**src/rtl/can_rx_pkg.sv**
```systemverilog
// Shared constants for the CAN receive path: frame width, ID field position
// and default FIFO sizing.
package can_rx_pkg;
  localparam int CAN_MSG_W    = 128;
  localparam int CAN_ID_MSB   = 127;
  localparam int CAN_ID_LSB   = 115;
  localparam int DEPTH_DEF    = 16;
  localparam int WM_LEVEL_DEF = 12;
endpackage

```
**src/rtl/can_rx_fifo_mem.sv**
```systemverilog
// Simple dual-port frame store: synchronous write port, registered read port.
// The read register is the popped-frame output of the FIFO.
module can_rx_fifo_mem
  import can_rx_pkg::*;
#(
  parameter int DEPTH = DEPTH_DEF,
  parameter int AW    = $clog2(DEPTH)
) (
  input  logic                 clk_i,
  input  logic                 rst_i,
  input  logic                 we_i,
  input  logic [AW-1:0]        waddr_i,
  input  logic [CAN_MSG_W-1:0] wdata_i,
  input  logic                 re_i,
  input  logic [AW-1:0]        raddr_i,
  output logic [CAN_MSG_W-1:0] rdata_o
);

  logic [CAN_MSG_W-1:0] mem_q [DEPTH];
  logic [CAN_MSG_W-1:0] rdata_q;

  // Array kept reset-free so it can map onto RAM primitives.
  always_ff @(posedge clk_i) begin
    if (we_i) mem_q[waddr_i] <= wdata_i;
  end

  always_ff @(posedge clk_i or posedge rst_i) begin
    if (rst_i)     rdata_q <= '0;
    else if (re_i) rdata_q <= mem_q[raddr_i];
  end

  assign rdata_o = rdata_q;

endmodule

```
**src/rtl/can_rx_fifo.sv**
```systemverilog
// Receive message FIFO between acceptance filter and host interface.
// Optional watermark flag enabled by defining RX_FIFO_WATERMARK_EN.
module can_rx_fifo
  import can_rx_pkg::*;
#(
  parameter int DEPTH    = DEPTH_DEF,
  parameter int WM_LEVEL = WM_LEVEL_DEF
) (
  input  logic                   sys_clk,
  input  logic                   IP2Can_reset,
  input  logic [CAN_MSG_W-1:0]   rxfifo_ip,
  input  logic                   rxfifo_wr,
  input  logic                   rxfifo_rd,
  input  logic                   rxfifo_flush,
  input  logic                   rxfifo_ovfl_clr,
  output logic [CAN_MSG_W-1:0]   rxfifo_op,
  output logic                   rxfifo_op_vld,
  output logic                   rxfifo_empty,
  output logic                   rxfifo_full,
  output logic [$clog2(DEPTH):0] rxfifo_level,
`ifdef RX_FIFO_WATERMARK_EN
  output logic                   rxfifo_wm,
`endif
  output logic                   rxfifo_ovfl
);

  localparam int AW = $clog2(DEPTH);
  localparam int LW = AW + 1;

  if (DEPTH < 2 || DEPTH > 64 || (DEPTH & (DEPTH - 1)) != 0)
    $error("can_rx_fifo: DEPTH must be a power of two in 2..64");
  if (WM_LEVEL < 1 || WM_LEVEL > DEPTH)
    $error("can_rx_fifo: WM_LEVEL must be in 1..DEPTH");

  logic [AW-1:0] wr_ptr_q, wr_ptr_d, rd_ptr_q, rd_ptr_d;
  logic [LW-1:0] level_q, level_d;
  logic          empty_q, full_q, ovfl_q, ovfl_d, vld_q;
  logic          rd_acc, wr_acc, drop;

  // A read only counts when data exists; a write into a full FIFO is saved
  // only by a read that frees a slot in the same cycle.
  assign rd_acc = rxfifo_rd && !rxfifo_flush && !empty_q;
  assign wr_acc = rxfifo_wr && !rxfifo_flush && (!full_q || rd_acc);
  assign drop   = rxfifo_wr && !rxfifo_flush && full_q && !rd_acc;

  always_comb begin
    wr_ptr_d = wr_ptr_q;
    rd_ptr_d = rd_ptr_q;
    level_d  = level_q;
    ovfl_d   = ovfl_q;
    if (rxfifo_flush) begin
      wr_ptr_d = '0;
      rd_ptr_d = '0;
      level_d  = '0;
    end else begin
      if (wr_acc) wr_ptr_d = wr_ptr_q + AW'(1);
      if (rd_acc) rd_ptr_d = rd_ptr_q + AW'(1);
      if (wr_acc && !rd_acc)      level_d = level_q + LW'(1);
      else if (rd_acc && !wr_acc) level_d = level_q - LW'(1);
    end
    if (drop)                 ovfl_d = 1'b1;
    else if (rxfifo_ovfl_clr) ovfl_d = 1'b0;
  end

  always_ff @(posedge sys_clk or posedge IP2Can_reset) begin
    if (IP2Can_reset) begin
      wr_ptr_q <= '0;
      rd_ptr_q <= '0;
      level_q  <= '0;
      empty_q  <= 1'b1;
      full_q   <= 1'b0;
      ovfl_q   <= 1'b0;
      vld_q    <= 1'b0;
    end else begin
      wr_ptr_q <= wr_ptr_d;
      rd_ptr_q <= rd_ptr_d;
      level_q  <= level_d;
      empty_q  <= (level_d == '0);
      full_q   <= (level_d == LW'(DEPTH));
      ovfl_q   <= ovfl_d;
      vld_q    <= rd_acc;
    end
  end

`ifdef RX_FIFO_WATERMARK_EN
  logic wm_q;

  always_ff @(posedge sys_clk or posedge IP2Can_reset) begin
    if (IP2Can_reset) wm_q <= 1'b0;
    else              wm_q <= (level_d >= LW'(WM_LEVEL));
  end

  assign rxfifo_wm = wm_q;
`endif

  can_rx_fifo_mem #(.DEPTH(DEPTH)) u_mem (
    .clk_i   (sys_clk),
    .rst_i   (IP2Can_reset),
    .we_i    (wr_acc),
    .waddr_i (wr_ptr_q),
    .wdata_i (rxfifo_ip),
    .re_i    (rd_acc),
    .raddr_i (rd_ptr_q),
    .rdata_o (rxfifo_op)
  );

  assign rxfifo_op_vld = vld_q;
  assign rxfifo_empty  = empty_q;
  assign rxfifo_full   = full_q;
  assign rxfifo_level  = level_q;
  assign rxfifo_ovfl   = ovfl_q;

endmodule

```
**config.mk**
```make
export PLATFORM = sky130hd
export DESIGN_NAME = can_rx_fifo
export DESIGN_NICKNAME = d
export VERILOG_FILES = /design/src/rtl/can_rx_pkg.sv /design/src/rtl/can_rx_fifo_mem.sv /design/src/rtl/can_rx_fifo.sv
export SDC_FILE = /design/constraint.sdc
export NUM_CORES = 2
export LEC_CHECK = 0
export BUFFER_PORTS_ARGS = -buffer_cell sky130_fd_sc_hd__buf_2
export CAP_MARGIN = 20
export CELL_PAD_IN_SITES_DETAIL_PLACEMENT = 0
export CELL_PAD_IN_SITES_GLOBAL_PLACEMENT = 1
export CORE_MARGIN = 2
export CORE_UTILIZATION = 40
export DETAILED_ROUTE_END_ITERATION = 7
export PLACE_DENSITY_LB_ADDON = 0.1
export SYNTH_ARGS = -nofsm -noshare
export SYNTH_HDL_FRONTEND = slang
export SYNTH_SLANG_ARGS = --single-unit
```
**constraint.sdc**
```tcl
create_clock -name sys_clk -period 11 [get_ports sys_clk]
set_clock_uncertainty 0.2 [all_clocks]
set_input_delay 3.3 -clock sys_clk [delete_from_list [all_inputs] [get_ports sys_clk]]
set_output_delay 3.3 -clock sys_clk [all_outputs]
set_load 0.02 [all_outputs]
```
### Word level (Yosys, flattened, before mapping)

Memory sizes are Yosys's and may differ from the RTL's. A register that Yosys moved wholly into a read port is not among the register bits.
Index checks and enable logic that the tools add are counted.

| storage, ports and cells | value |
|---|---|
| register bits after elaboration | 17 |
| RAM bits | 2,048 |
| input bits | 134 |
| output and inout port bits | 137 |
| logic and storage cells | 42 |
| memories | 1 |

| operators by class | value |
|---|---|
| add/sub/neg operators | 4 |
| eq/ne operators | 1 |
| multiplexer cells | 11 |
| reduce and logical (&&, ||, !) cells | 18 |

Memory list:

| memory | words | bits a word | rd ports | clocked after Yosys merged registers in | wr ports | RTL line | RTL |
|---|---|---|---|---|---|---|---|
| u_mem.mem_q | 16 | 128 | 1 | 1 | 1 | can_rx_fifo_mem.sv:19 | `logic [CAN_MSG_W-1:0] mem_q [DEPTH];` |

Operators with widths:

| cell | count |
|---|---|
| $mux W4 | 4 |
| $mux W5 | 3 |
| $add A4 B1 Y4 const B | 2 |
| $logic_and A1 B1 Y1 | 8 |
| $reduce_bool A2 Y1 | 3 |
| $add A5 B1 Y5 const B | 1 |
| $eq A5 B5 Y1 const B | 1 |
| $logic_not A1 Y1 | 5 |
| $logic_not A5 Y1 | 1 |
| $sub A5 B1 Y5 const B | 1 |
| $mux W1 | 4 |
| $logic_or A1 B1 Y1 | 1 |

### Logic depth before layout (Yosys ltp)

| depth | value |
|---|---|
| word-level depth | 11 |
| mapped depth | 10 |
| mapped depth without buffers | 7 |

### By module

A second synthesis with hierarchy kept.

| unflattened totals | value |
|---|---|
| cell total of the unflattened synthesis | 3,911 |
| area, all modules | 82,659.3 um^2 |

By module, submodules not included:

| module | times used | cells each | area an instance (um^2) | seq. area each (um^2) |
|---|---|---|---|---|
| can_rx_fifo_mem | 1 | 3,815 | 81,694.6 | 64,702.1 |
| can_rx_fifo | 1 | 96 | 964.7 | 426.7 |

### Least setup slack after synthesis

Ideal clock, no wire load.

| path | value |
|---|---|
| kind | in2reg |
| start | input rxfifo_flush |
| end | memory u_mem.mem_q[11][0], enable pin |
| library setup time | 0.798 ns |
| arrival time | 13.234 ns |
| data required time | 10.002 ns |
| slack | -3.232 ns |
| stages | 5 |
| path buffers | 1 |
| path through | buf_6 -> nand2b_1 -> a21oi_1 -> nand2_1 -> nor3b_1 |

| between the ends | value |
|---|---|
| word-level cells in the longest chain between the ends | 7 |
| elaborated cells between the ends (all ways) | 8 |
| those cells by class | mux (2); reduce/logical (6) |

Ends and longest elaborated chain:

| element | RTL line | RTL |
|---|---|---|
| from (decl) | can_rx_fifo.sv:14 | `input logic rxfifo_flush,` |
| $logic_not A1 Y1 (*) | can_rx_fifo.sv:42, can_rx_fifo.sv:43 |  |
| $logic_and A1 B1 Y1 (2 in series) | can_rx_fifo.sv:42 | `assign rd_acc = rxfifo_rd && !rxfifo_flush && !empty_q;` |
| $logic_or A1 B1 Y1 | can_rx_fifo.sv:43 | `assign wr_acc = rxfifo_wr && !rxfifo_flush && (!full_q \|\| rd_acc);` |
| $logic_and A1 B1 Y1 (*) | can_rx_fifo.sv:43 |  |
| $mux W1 (*) | can_rx_fifo_mem.sv:24 | `if (we_i) mem_q[waddr_i] <= wdata_i;` |
| $mux W1 (not written as such) (*) | can_rx_fifo_mem.sv:24 |  |
| to (decl) | can_rx_fifo_mem.sv:19 |  |

Every way passes the cells marked *; elsewhere a longest branch is shown, timed or not.

### Final worst setup path

| path | value |
|---|---|
| start | input rxfifo_flush |
| end | memory u_mem.mem_q[8][108], enable pin |

The elaborated chain is that of the path after synthesis.

==> results by group <==
Floorplanning
  • Rows: 167
  • IO Pins: 271
  • Die X-Extent: roughly 460 µm
  • Die H: between 400 and 500 µm
  • Initial Utilization: 0.401
  • Core Box Area: 206000 µm²
  • Total die area: approximately 210000 µm²

Yosys
  • Post-synth EDFFs: 2048
  • Yosys top cell area share: 0.742
  • Fraction of registers with async set/reset: 0.0661
  • Sequential fraction of the synthesis area: 0.786
  • #FFs+latches synth: 2193
  • Syn Std Cell Area: slightly above 80000 µm²
  • Mapped Cells: 3681
  • Top post-synthesis cells by area: edfxtp_1, mux4_2, dfrtp_1, mux2i_1, a211oi_1
  • Ys flop type: edfxtp_1
  • Yosys top cell by area: edfxtp_1
  • Syn_nets: 3822
  • Syn_area_per_cell: 22.5 µm²
  • Synth warnings: 0
  • Synth cell types: 47

CTS
  • CTS Hold Bufs: 0
  • Max Buffers Root-to-Sink: 3
  • CTS tree: built
  • Clock Sinks: 2193
  • Root Driver: clkbuf_16
  • CTS resizes: 0
  • Post-CTS setup buffers: 0
  • Skew-Pair Late Insertion Delay: 860 ps
  • CTS buffer count: 227
  • Clock-pin slew on the worst setup and hold paths: 60 ps
  • H-tree Lvls: 4

Power
  • Internal power: approximately 14 mW
  • VDD IR max: between 0.15 and 0.2 mV
  • Power Total: 19.2 mW
  • Seq pwr share: 0.510
  • Net Sw Frac: 0.249
  • Leak Pwr: 29.2 nW
  • Part of the power in the clock network: 0.389
  • P per Cell Area: slightly above 200 nW/µm²
  • Combinational power share: 0.101
  • Sw power: ~4.8 mW

Placed design
  • IO buf count: 270
  • Gpl congestion: around 0.71
  • DP HPWL: 106 mm

STA
  • Fmax: 0.175 GHz
  • Max-slew violations: 0
  • Unrepaired setup endpoints after global routing: no
  • Fin crit period: 5730 ps
  • Final TNS setup: 0 ps
  • Fin. Hold Viols: 0
  • Slew @ Worst Pin: 1110 ps
  • Worst relative slew slack: 0.258
  • Endpoints failing setup: 0
  • Period utilization: 0.520

Detailed routing
  • TritonRoute pass-1 iters: 5
  • Via total after detailed routing: 38200
  • Final ANT Viol Nets: 0
  • Drt drc: 0
  • Initial DRC Count: between 3000 and 4000
  • Final wirelength: between 200 and 250 mm
  • Drt wl/cell: 29.8 µm
  • DR vias/cell: 5.50

Global route
  • Vias in the first global route: 40700
  • First-pass GRT wire length: 300 mm
  • Tot GR Track Use: 0.198
  • Antenna violations before repair: 37
  • Grt ovf: 0
  • Largest net degree at the start of global routing: 107

Critical path
  • CP max stage delay: 870 ps
  • Startpoint Class: primary input
  • Largest fanout on the critical path: 77
  • Crit-path slowest cell: and2_4
  • Critical path arrival: ~6000 ps
  • Critical-path cell list: buf_2, nand2b_1, a21oi_1, buf_4, and3b_1, and2_4, buf_12
  • CP Data Required Time: 11260 ps
  • Kind of critical path: primary input to flop
  • Setup crit end kind: flop

Run
  • Max Cap Viol: 0

Finish
  • Layout cells sized above 1: 0.273
  • Nets: 4174
  • Area grow syn2layout: 14.3%
  • FILL cells: 17300

Run status
  • Status: finished, final reports clean

Hold path
  • HP Class: flop to flop
-- worst max-delay path, delay by kind of cell --
kind	cells	cell delay, ps
compound gates	1	190
buf+inv	3	1080
simple gates	3	1310
-- cells in the mapped netlist (all sizes together) (9+ instances only) --
library cell and count:
a211oi 173, a21oi 25, a221oi 12, a22oi 18, a32oi 10, and2 9, buf 135, clkbuf 69
dfrtp 144, edfxtp 2048, mux2i 209, mux4 483, nand2 23, nor2 123, nor2b 92, o211ai 11
o21ai 43
-- power by group through the flow --
stage	clock, mW	sequential [mW]	combinational (mW)
after detailed placement	0	10.0	2.00
after global routing	8.00	9.84	2.13
after CTS	7.68	9.83	2.00
after floorplan	0	10.1	0.962
final	7.49	9.81	1.95
after global placement	0	10.0	1.99
-- sequential cells by signal, summed over array words and instances, names as in the netlist --
register       cells
u_mem.rdata_o    128
rd_ptr_q           4
rxfifo_level       5
rxfifo_empty       1
rxfifo_op_vld      1
u_mem.mem_q     2048
rxfifo_ovfl        1
wr_ptr_q           4
rxfifo_full        1
-- through the flow --
stage               cell area (µm²)  hold WS [ps]  worst slack [ps]   util  std cells
detailed placement            87400           287              4320  0.423       6508
floorplan                     82800           351             -3230      -       3681
global route                  94700           330              5080  0.459       6942
global placement              87300           294              4210  0.423       6506
CTS                           94700           301              5240  0.459       6941
finish                        94700           293              5270  0.459       6950
-- cell type report --
| cell class | instances | area, µm² | share of cell area |
|---|---|---|---|
| diodes | 9 | 22.5 | 0.000238 |
| clock buffers | 319 | 6340 | 0.0670 |
| clock inverters | 114 | 957 | 0.0101 |
| inverters | 7 | 38.8 | 0.000410 |
| multi-input cells | 1277 | 16700 | 0.177 |
| flip-flops and latches | 2193 | 65100 | 0.688 |
| well taps | 2704 | 3380 | 0.0357 |
| repair buffers | 327 | 2110 | 0.0222 |
-- layout by cell type, fill, tap and decap left out, types with 4 or more instances in the layout --
master | netlist | layout
mux2i_1 | 208 | 208
inv_1 | 6 | 5
o211ai_1 | 11 | 11
a221oi_1 | 12 | 12
bufinv_16 | 0 | 12
and2_4 | 0 | 6
clkinv_1 | 0 | 55
clkbuf_16 | 0 | 232
a211oi_1 | 173 | 173
ha_1 | 7 | 7
buf_4 | 33 | 32
a21oi_1 | 25 | 25
buf_12 | 0 | 23
a22oi_1 | 18 | 18
edfxtp_1 | 2048 | 2048
diode_2 | 0 | 9
nor2b_1 | 91 | 91
xor2_1 | 5 | 5
clkinv_2 | 0 | 34
a32oi_1 | 10 | 10
inv_16 | 0 | 4
o21ai_1 | 42 | 42
clkbuf_1 | 69 | 66
clkbuf_8 | 0 | 21
mux4_2 | 483 | 483
nor2_1 | 122 | 121
nand2_1 | 23 | 22
and4_4 | 0 | 4
dfrtp_1 | 144 | 141
buf_2 | 83 | 270
-- path summary, 6_finish.rpt --
check / startpoint / end / slack, ps / cells past startpoint
setup / recovery: rxfifo_flush / u_mem.mem_q[8][108]$_DFFE_PP_ / 5270 / 7
hold / removal: u_mem.rdata_o[71]$_DFFE_PP0P_ / u_mem.rdata_o[71]$_DFFE_PP0P_ / 290 / 2
setup reg to reg: rd_ptr_q[0]$_DFFE_PP0P_ / u_mem.rdata_o[16]$_DFFE_PP0P_ / 7100 / 4
hold reg to reg: u_mem.rdata_o[71]$_DFFE_PP0P_ / u_mem.rdata_o[71]$_DFFE_PP0P_ / 290 / 2
max in group asynchronous: IP2Can_reset / rd_ptr_q[0]$_DFFE_PP0P_ / 6930 / 3
min in group asynchronous: IP2Can_reset / u_mem.rdata_o[90]$_DFFE_PP0P_ / 2340 / 2
-- logic make-up after synthesis --
kind of cell	count (synthesis)	share of synthesized area
buf+inv	211	0.0128
compound gates	297	0.0254
mux	693	0.157
xor+xnor	8	0.000846
flops	2193	0.786
simple gates	272	0.0168
fa+ha+maj	7	0.00106
-- layer usage --
| metal | wire (µm) | vias up | global-route usage |
|---|---|---|---|
| li1 | - | 16200 | - |
| met3 | 10000 | 284 | 0.0349 |
| met2 | 103000 | 855 | 0.330 |
| met4 | 3610 | 24 | 0.0427 |
| met5 | 141 | - | 0 |
| met1 | 90600 | 20900 | 0.273 |
Power figures use the tool's default switching activity.
